### src/rtl/fetch_pc_stage_pkg.sv
// Shared widths, defaults and the fetch-entry payload for the fetch PC stage.
package fetch_pc_stage_pkg;

    localparam int unsigned INSTR_WIDTH  = 32;
    localparam int unsigned PC_WIDTH     = 32;
    localparam int unsigned DEFAULT_STEP = 4;

    // Narrower PCs are zero-extended into the pc field.
    typedef struct packed {
        logic [PC_WIDTH-1:0]    pc;
        logic [INSTR_WIDTH-1:0] instr;
    } fetch_entry_t;

endpackage

### src/rtl/fetch_pc_stage_buf.sv
// Two-entry in-order buffer of fetched {pc, instr} with push/pop/flush.
module fetch_buf
    import fetch_pc_stage_pkg::*;
(
    input  logic         clk,
    input  logic         rst,
    input  logic         push,
    input  fetch_entry_t push_entry,
    input  logic         pop,
    input  logic         flush,
    output logic         full,
    output logic         empty,
    output fetch_entry_t head
);

    fetch_entry_t mem [2];
    logic [1:0]   count;

    assign empty = (count == 2'd0);
    assign full  = (count == 2'd2);
    assign head  = mem[0];

    always_ff @(posedge clk) begin
        if (rst || flush) begin
            count <= 2'd0;
        end else begin
            count <= count + 2'(push) - 2'(pop);
        end
    end

    // mem[0] is always the oldest entry; a pop shifts mem[1] forward.
    always_ff @(posedge clk) begin
        if (pop) begin
            mem[0] <= (push && count == 2'd1) ? push_entry : mem[1];
        end else if (push && count == 2'd0) begin
            mem[0] <= push_entry;
        end
        if (push && ((pop && count == 2'd2) || (!pop && count == 2'd1))) begin
            mem[1] <= push_entry;
        end
    end

    a_no_overflow : assert property (@(posedge clk) disable iff (rst || flush)
        !(push && !pop && full));

    a_no_underflow : assert property (@(posedge clk) disable iff (rst || flush)
        !(pop && empty));

endmodule

### src/rtl/fetch_pc_stage.sv
// Fetch PC stage: issues one imem request per cycle while buffer space remains,
// pairs each one-cycle-late response with its PC and hands it to decode.
module fetch_pc_stage
    import fetch_pc_stage_pkg::*;
#(
    parameter int unsigned       WIDTH    = PC_WIDTH,
    parameter logic [WIDTH-1:0]  RESET_PC = '0,
    parameter int unsigned       STEP     = DEFAULT_STEP
) (
    input  logic                   clk,
    input  logic                   rst,
    input  logic                   redirect_valid,
    input  logic [WIDTH-1:0]       redirect_pc,
    output logic                   imem_req,
    output logic [WIDTH-1:0]       imem_addr,
    input  logic [INSTR_WIDTH-1:0] imem_rdata,
    output logic                   out_valid,
    input  logic                   out_ready,
    output logic [WIDTH-1:0]       out_pc,
    output logic [INSTR_WIDTH-1:0] out_instr
);

    logic [WIDTH-1:0] pc_q;
    logic [WIDTH-1:0] cap_pc_q;
    logic             inflight_q;

    logic             buf_full;
    logic             buf_empty;
    logic             fire;
    logic             push;
    logic [1:0]       occ;
    logic [2:0]       demand;
    fetch_entry_t     push_entry;
    fetch_entry_t     head;

    // Slots already committed: buffered entries plus the outstanding response,
    // minus the entry leaving this cycle.
    assign occ    = buf_full ? 2'd2 : (buf_empty ? 2'd0 : 2'd1);
    assign demand = 3'(occ) + 3'(inflight_q) - 3'(fire);

    assign out_valid = !rst && !redirect_valid && !buf_empty;
    assign fire      = out_valid && out_ready;
    assign imem_req  = !rst && !redirect_valid && (demand < 3'd2);
    assign imem_addr = pc_q;

    assign push             = inflight_q && !redirect_valid;
    assign push_entry.pc    = PC_WIDTH'(cap_pc_q);
    assign push_entry.instr = imem_rdata;

    assign out_pc    = WIDTH'(head.pc);
    assign out_instr = head.instr;

    always_ff @(posedge clk) begin
        if (rst) begin
            pc_q       <= RESET_PC;
            cap_pc_q   <= RESET_PC;
            inflight_q <= 1'b0;
        end else if (redirect_valid) begin
            pc_q       <= redirect_pc;
            inflight_q <= 1'b0;
        end else begin
            inflight_q <= imem_req;
            if (imem_req) begin
                pc_q     <= pc_q + WIDTH'(STEP);
                cap_pc_q <= pc_q;
            end
        end
    end

    fetch_buf u_buf (
        .clk        (clk),
        .rst        (rst),
        .push       (push),
        .push_entry (push_entry),
        .pop        (fire),
        .flush      (redirect_valid),
        .full       (buf_full),
        .empty      (buf_empty),
        .head       (head)
    );

endmodule

### config.mk
export PLATFORM = sky130hd
export DESIGN_NAME = fetch_pc_stage
export DESIGN_NICKNAME = d
export VERILOG_FILES = /design/src/rtl/fetch_pc_stage_pkg.sv /design/src/rtl/fetch_pc_stage_buf.sv /design/src/rtl/fetch_pc_stage.sv
export SDC_FILE = /design/constraint.sdc
export NUM_CORES = 1
export LEC_CHECK = 0
export ABC_AREA = 1
export ABC_CLOCK_PERIOD_IN_PS = 9000
export CORE_UTILIZATION = 52
export DETAILED_ROUTE_END_ITERATION = 8
export HOLD_SLACK_MARGIN = 0.08
export PLACE_DENSITY = 0.9
export SYNTH_ARGS = -nofsm -noshare
export SYNTH_HDL_FRONTEND = slang
export SYNTH_SLANG_ARGS = --single-unit
### constraint.sdc
create_clock -name clk -period 9 [get_ports clk]
set_clock_uncertainty 0.2 [all_clocks]
set_input_delay 1.35 -clock clk [delete_from_list [all_inputs] [get_ports clk]]
set_output_delay 1.35 -clock clk [all_outputs]
set_load 0.03 [all_outputs]
==> results by group, run 1 <==
Placement
  – # port buffers: roughly 170
  – GP Congestion: around 0.92
  – Placed instance count: approximately 1200
  – DP Wirelength: between 10000 and 15000 um

Critical path
  – CP Launch Type: primary input
  – Slowest-stage cell, CP: clkdlybuf4s50_1
  – R2r endpoint: imem_addr[10]
  – Worst-path cell chain: clkdlybuf4s50_1 > buf_4 > inv_4 > nand2_4 > nor2_1 > nand2_1 > nor2_1 > nor3_1 > ha_1 > nor2_4 > nand2_2 > inv_1 > clkdlybuf4s50_1
  – Cells on worst reg2reg path: 15
  – Crit-path max cell delay: between 0.6 and 0.7 ns
  – WS Path Type: primary input to primary output
  – CP Max Fanout: 40
  – CP Capture Type: primary output
  – Reg2Reg Setup Slack: 5.39 ns
  – Worst endpoint data arrival time: about 4.4 ns
  – Reg2reg start: u_buf.count[1]
  – Required @ worst endpoint: 7.45 ns

Finish
  – Final core occ: between 60 and 70%
  – Final Non-Filler Cells: ~1200
  – Nets: approximately 1000
  – Filler instances: around 1300
  – Share of layout cells above drive strength 1: 11.1%
  – P&R area growth vs syn: 21.8%
  – Antenna cells: 0

STA
  – Minimum hold slack: around 0.23 ns
  – Final setup viols: 0
  – Final Max Tran Viols: 0
  – RSZ-0062 raised after global routing: false
  – Fmax: 169 MHz
  – Rel. slew slack: 38.7%
  – Final period util: between 60 and 70%
  – Fin. Hold Viols: 0
  – Slew @ Worst Pin: about 0.92 ns
  – Fin Setup TNS: 0 ns
  – Fin crit period: ~5.9 ns

Clocking
  – Num CTS Buffers: 17
  – Cts repair resizes: 0
  – Clock buffer depth: 2
  – Skew-Pair Late Insertion Delay: ~0.44 ns
  – Sink Count: 195
  – CTS tree: done
  – H-Tree Depth: 4
  – Post-CTS Setup Bufs: 0
  – Hold_buf cts: 0
  – Clock root buffer: clkbuf_16
  – Clock-pin slew on the worst setup and hold paths: roughly 0.07 ns

Yosys
  – Post-synthesis sequential area ratio: about three fifths
  – Dominant cell type by area after synthesis: edfxtp_1
  – Synth top area cells: edfxtp_1 43%, dfxtp_1 15%, nand2_1 7.4%
  – Cell with the most instances after synthesis: nand2_1
  – Post-Synthesis Cell Area: between 8000 and 9000 um2
  – Synth Register Bits: about 200
  – Mean Syn Cell Area: between 10 and 15 um2
  – Post-synth EDFFs: 128
  – Synth cell types: 34
  – Commonest cells in the synthesized netlist: 174 x nand2_1, 128 x edfxtp_1, 94 x nor2_1
  – Syn Nets: about 950
  – Async set-reset flop share out of synthesis: 0%
  – Yosys top cell area share: 43.4%
  – Synth warn: 0
  – Cell count after synthesis: between 800 and 900
  – Synth Flop Type: edfxtp_1

Global routing
  – Total track usage: approximately 22%
  – First-pass GRT wire length: around 30000 um
  – Grt ovf: 0
  – Initial antenna violation count: 0
  – Largest net degree at the start of global routing: a little under 80
  – Vias in the first global route: approximately 6000

Power and ir drop
  – Max VDD drop: 0.000140 V
  – Pleak: 4.00 nW
  – Cell Pwr Density: roughly 180 nW/um2

Min path
  – Worst hold start: cap_pc_q[26]
  – Hold Path Class: flop to flop
  – Hold Crit Depth: 0
  – Hold endpoint: u_buf.mem[0][122]

Detailed routing
  – Drt first pass iters: 5
  – DRC violations left: 0
  – DR WL/cell: 15.6 um
  – Final wirelength: between 15000 and 20000 um
  – Vias: approximately 6100
  – Vias/cell: about 5.1
  – Post-DRT Antenna Nets: 0
  – DRT iter0 DRCs: approximately 410

Flow run
  – Max-cap viol count: 0

Floorplanning
  – Initial Utilization: 53.3%
  – Chip height: roughly 130 um
  – Core area: approximately 17000 um2
  – Top-level port count: 166
  – Die ar.: 17600 um2
  – Die X: approximately 130 um
  – Row cnt: between 40 and 50

Status
  – Outcome: finished clean
-- state kept, by name, indices dropped and copies added (netlist names) --
| register | cells |
|---|---|
| cap_pc_q | 32 |
| u_buf.count | 2 |
| imem_addr | 32 |
| u_buf.mem | 128 |
| inflight_q | 1 |
-- power by group --
part / internal [mW] / switching, mW
clock network: 0.417 / 0.363
registers: 0.982 / 0.0270
logic: 0.0873 / 0.114
-- stage by stage --
stage          power (mW)  setup WS (ns)  instance area [um2]
4_1_cts              2.00           3.09                10800
3_5_place_dp         1.23           3.10                10200
3_3_place_gp         1.22           3.20                10200
2_1_floorplan        1.15           1.32                 8860
6_report             1.99           3.07                10800
5_1_grt              2.06           2.84                10800
-- critical path, delay by kind of cell --
kind | cells | cell delay [ns]
buffers and inverters | 5 | 1.70
and+or+nand+nor | 7 | 0.98
adders and majority gates | 1 | 0.31
-- cell usage in the layout, fill, tap and decap left out, types with 2 or more instances in the layout --
cell type        instances
nand2_1                172
o21bai_1                 4
mux2_2                  48
o21ai_0                 44
inv_8                    2
nand3_1                 58
clkinv_4                 2
a211oi_1                10
clkdlybuf4s50_1        165
nor2_2                   2
nor2_4                  12
ha_1                     4
nand2_4                  2
buf_4                    6
inv_1                   86
mux2_1                   4
dfxtp_1                 67
xor2_1                   4
edfxtp_1               128
inv_6                    5
clkinv_8                 4
inv_4                    2
o211ai_1                 2
nand2_2                  2
nor2_1                  94
a21oi_1                 23
a22oi_1                  2
clkbuf_16               18
-- logic make-up after synthesis --
family / share of synthesized area (%)
compound gates: 5.46
xor+xnor: 0.494
fa+ha+maj: 0.565
buf+inv: 11.6
flops: 58.5
mux: 6.61
simple gates: 16.8
-- worst max path at each step --
| stage | startpoint | end | cells after the start |
|---|---|---|---|
| floorplan | rst | u_buf.mem[0][100] | 6 |
| global placement | rst | imem_req | 13 |
| detailed placement | rst | imem_req | 13 |
| CTS | rst | imem_req | 13 |
| global route | rst | imem_req | 13 |
| finish | rst | imem_req | 13 |
-- final cells by class --
class / instances / area, um2 / share of cell area [%]
clock inverter: 14 / 179 / 1.66
multi-input combinational: 494 / 2670 / 24.8
inverter: 89 / 339 / 3.14
tap: 220 / 275 / 2.55
timing repair buffer: 171 / 1700 / 15.7
sequential: 195 / 5180 / 48.0
clock buffer: 18 / 450 / 4.17
-- per-layer routing --
layer / vias to the layer above / part of all wire [%] / wire (um) / GRT usage [%]
li1: 3025 / - / - / -
met1: 2834 / 44 / 8250 / 28.9
met2: 246 / 47 / 8760 / 35.4
met3: 35 / 7.0 / 1310 / 4.94
met4: 0 / 2.2 / 405 / 9.90
met5: - / 0 / 0 / 0
Note: power is estimated with default switching activity, not from simulation.
==> run 2, diff against run 1 <==
--- a/config.mk
+++ b/config.mk
@@ -6,11 +6,11 @@
 export NUM_CORES = 1
 export LEC_CHECK = 0
 export ABC_AREA = 1
-export ABC_CLOCK_PERIOD_IN_PS = 9000
-export CORE_UTILIZATION = 52
+export ABC_CLOCK_PERIOD_IN_PS = 5200
+export CORE_UTILIZATION = 47
 export DETAILED_ROUTE_END_ITERATION = 8
 export HOLD_SLACK_MARGIN = 0.08
-export PLACE_DENSITY = 0.9
+export PLACE_DENSITY = 0.86
 export SYNTH_ARGS = -nofsm -noshare
 export SYNTH_HDL_FRONTEND = slang
 export SYNTH_SLANG_ARGS = --single-unit
==> constraint.sdc (replaced) <==
create_clock -name clk -period 5.2 [get_ports clk]
set_clock_uncertainty 0.2 [all_clocks]
set_input_delay 0.78 -clock clk [delete_from_list [all_inputs] [get_ports clk]]
set_output_delay 0.78 -clock clk [all_outputs]
set_load 0.03 [all_outputs]
==> run 2 against run 1 <==
  * First-iteration DRC count increased by 23%
  * Cell count increased by 0.83%
  * Register-to-register slack got worse by 3.5 ns
  * Final area decreased by 0.34%
  * Utilization decreased by 5.8 points
  * Total power increased by 69%
  * Via count increased by 1.2%
  * Worst hold slack got worse by 0.0025 ns
  * Critical endpoint unchanged
  * Highest routed layer unchanged
==> results by group, run 2 (synthesized netlist as in run 1, its figures left out) <==
Status
  – Outcome: finished clean

Detailed routing
  – DRT iter0 DRCs: 501 (+23%)
  – Vias: 6215 (+1.2%)
  – Vias/cell: 5.13 (+0.39%)
  – Final wirelength: 19300 um (+3.2%)
  – Drt first pass iters: 5 (unchanged)
  – Post-DRT Antenna Nets: 0 (unchanged)
  – DR WL/cell: 15.9 um (+2.3%)
  – DRC violations left: 0 (unchanged)

Finish
  – Nets: 1041 (+0.096%)
  – P&R area growth vs syn: 21.4%
  – Max reg flops: 128 (unchanged)
  – Largest reg by FF count: u_buf.mem
  – Commonest cells after routing, fill and taps aside: 172 x nand2_1, 164 x clkdlybuf4s50_1, 128 x edfxtp_1
  – Antenna cells: 0 (unchanged)
  – Most common cell after layout, fill and taps aside: nand2_1
  – Share of layout cells above drive strength 1: 11.2% (+0.091 points)
  – Multi-input logic area: 2670 um2 (unchanged)
  – Filler instances: 1513 (+16%)
  – Reg area: 5180 um2 (unchanged)

Global routing
  – GR Util met1: 25.5% (-3.4 points)
  – Grt ovf: 0 (unchanged)
  – Met3 Track Usage GR: 5.44% (+0.49 points)
  – Largest net degree at the start of global routing: 77 (unchanged)
  – Global-route layer with the greatest usage: met2
  – Vias in the first global route: 6054 (+3.2%)
  – Total track usage: 20.4% (-1.7 points)
  – Met2 GRT Util: 34.0% (-1.4 points)
  – First-pass GRT wire length: 30900 um (+2.9%)
  – Initial antenna violation count: 1 (+1)

STA
  – Minimum hold slack: 0.230 ns (-0.00251 ns)
  – Final period util: between 80% and 90%
  – Fin. Hold Viols: 0 (unchanged)
  – Fin Setup TNS: 0 ns (unchanged)
  – RSZ-0062 raised after global routing: false
  – Rel. slew slack: 37.7% (-0.97 points)
  – Final Max Tran Viols: 0 (unchanged)
  – Fmax: between 200 and 250 MHz
  – Final setup viols: 0 (unchanged)
  – Slack of the critical path: 0.857 ns (-2.21 ns)
  – Fin crit period: ~4.3 ns
  – Slew @ Worst Pin: 0.934 ns (+0.0145 ns)

Clocking
  – Num CTS Buffers: 17 (unchanged)
  – Clock-pin slew on the worst setup and hold paths: 0.07 ns (about the same)
  – Cts repair resizes: 0 (unchanged)
  – Sink Count: 195 (unchanged)
  – H-Tree Depth: 4 (unchanged)
  – Clock root buffer: clkbuf_16
  – Skew-Pair Late Insertion Delay: 0.43 ns (about the same)
  – CTS tree: done
  – Hold_buf cts: 0 (unchanged)
  – Post-CTS Setup Bufs: 0 (unchanged)
  – Clock buffer depth: 2 (unchanged)

Power and ir drop
  – Final Power: 3.37 mW (+69%)
  – Cell Pwr Density: 313 nW/um2 (+70%)
  – Max VDD drop: 0.000186 V (+32%)
  – Pleak: 3.98 nW (-0.45%)

Critical path
  – CP most frequent cell: nor2_1
  – R2r endpoint: imem_addr[19]
  – WS Path Type: primary input to primary output
  – Cells on worst reg2reg path: 15 (unchanged)
  – CP Launch Type: primary input
  – Reg2Reg Setup Slack: 1.86 ns (-3.53 ns)
  – Required @ worst endpoint: 4.22 ns (-3.23 ns)
  – Reg2reg start: u_buf.count[1]
  – Slowest-stage cell, CP: clkdlybuf4s50_1
  – Crit path depth: 12 (-1)
  – CP Capture Type: primary output
  – Crit-path max cell delay: 0.48 ns (-0.19 ns)
  – Largest delay share family, worst path: buffers and inverters
  – WP buf/inv: 4 (-1)
  – Worst-path cell chain: clkdlybuf4s50_1 > inv_4 > nand2_4 > nor2_1 > nand2_1 > nor2_1 > nor3_1 > ha_1 > nor2_4 > nand2_2 > inv_1 > buf_4
  – Worst endpoint data arrival time: 3.36 ns (-1.02 ns)
  – CP Max Fanout: 40 (unchanged)

Floorplanning
  – Row cnt: 49 (+4.3%)
  – Chip height: 139 um (+5.1%)
  – Initial Utilization: 48.7% (-4.6 points)
  – Top-level port count: 166 (unchanged)
  – Die ar.: 19400 um2 (+10%)
  – Core area: 18200 um2 (+9.4%)
  – Die X: 139 um (+5.1%)

Placement
  – GP Congestion: 0.952 (+3.8%)
  – DP Wirelength: 13400 um (+4.6%)
  – Pre-CTS setup slack: 0.792 ns (-2.31 ns)
  – # port buffers: 165 (unchanged)

Flow run
  – Max-cap viol count: 0 (unchanged)

Min path
  – Hold Path Class: flop to flop
  – Hold endpoint: u_buf.mem[0][115]
  – Hold Crit Depth: 0 (unchanged)
  – Worst hold start: cap_pc_q[19]
## run 2: cell types whose count changed in the layout (fill, tap and decap cells not counted), sizes merged
| cell | delta |
|---|---|
| buf | +2 |
| bufinv | -1 |
| clkbuf | +2 |
| clkdlybuf4s50 | -1 |
| clkinv | -2 |
| clkinvlp | +1 |
## run 2: worst max path at each step
stage | startpoint | to | slack, ns
6_report | rst | imem_req | 0.86
5_1_grt | rst | imem_req | 0.66
4_1_cts | rst | imem_req | 0.85
3_5_place_dp | rst | imem_addr[28] | 0.79
3_3_place_gp | rst | imem_addr[20] | 0.91
2_1_floorplan | rst | u_buf.mem[0][100] | 0.16
## run 2: through the flow
step,utilization (%),std cells,cell area (um2)
2_1_floorplan,-,877,8870
3_3_place_gp,55.9,1179,10200
3_5_place_dp,55.9,1179,10200
4_1_cts,59.1,1211,10800
5_1_grt,59.1,1211,10800
6_report,59.1,1211,10800
## run 2: final cells by class
| type | instances | share of cell area, % |
|---|---|---|
| Sequential cell | 195 | 48.2 |
| Multi-Input combinational cell | 494 | 24.8 |
| Timing Repair Buffer | 172 | 15.8 |
| Clock buffer | 20 | 4.35 |
| Inverter | 89 | 3.15 |
| Tap cell | 229 | 2.66 |
| Clock inverter | 12 | 1.01 |
## run 2: metal layers
metal	up-vias	part of all wire, %
met3	39	7.7
li1	3018	-
met5	-	0
met2	264	48
met4	0	2.3
met1	2894	42
## run 2: worst reg2reg max path: stages (launching register included)
cell and delay, ns:
dfxtp_1 0.50, nor2_1 0.12, nor2_1 0.17, nand2_1 0.19
nor2_1 0.27, nor3_1 0.10, ha_1 0.32, nor2_4 0.05
nand2_2 0.21, buf_4 0.66, nand3_1 0.19, nand2_1 0.10
inv_1 0.04, nand3_1 0.06, nand2_1 0.06, inv_1 0.06
## run 2: power breakdown
| part | internal, mW | leakage [nW] | switching, mW |
|---|---|---|---|
| Combinational | 0.151 | 1.99 | 0.197 |
| Sequential | 1.70 | 1.71 | 0.0460 |
| Clock | 0.672 | 0.282 | 0.605 |
| Total | 2.52 | 3.98 | 0.848 |
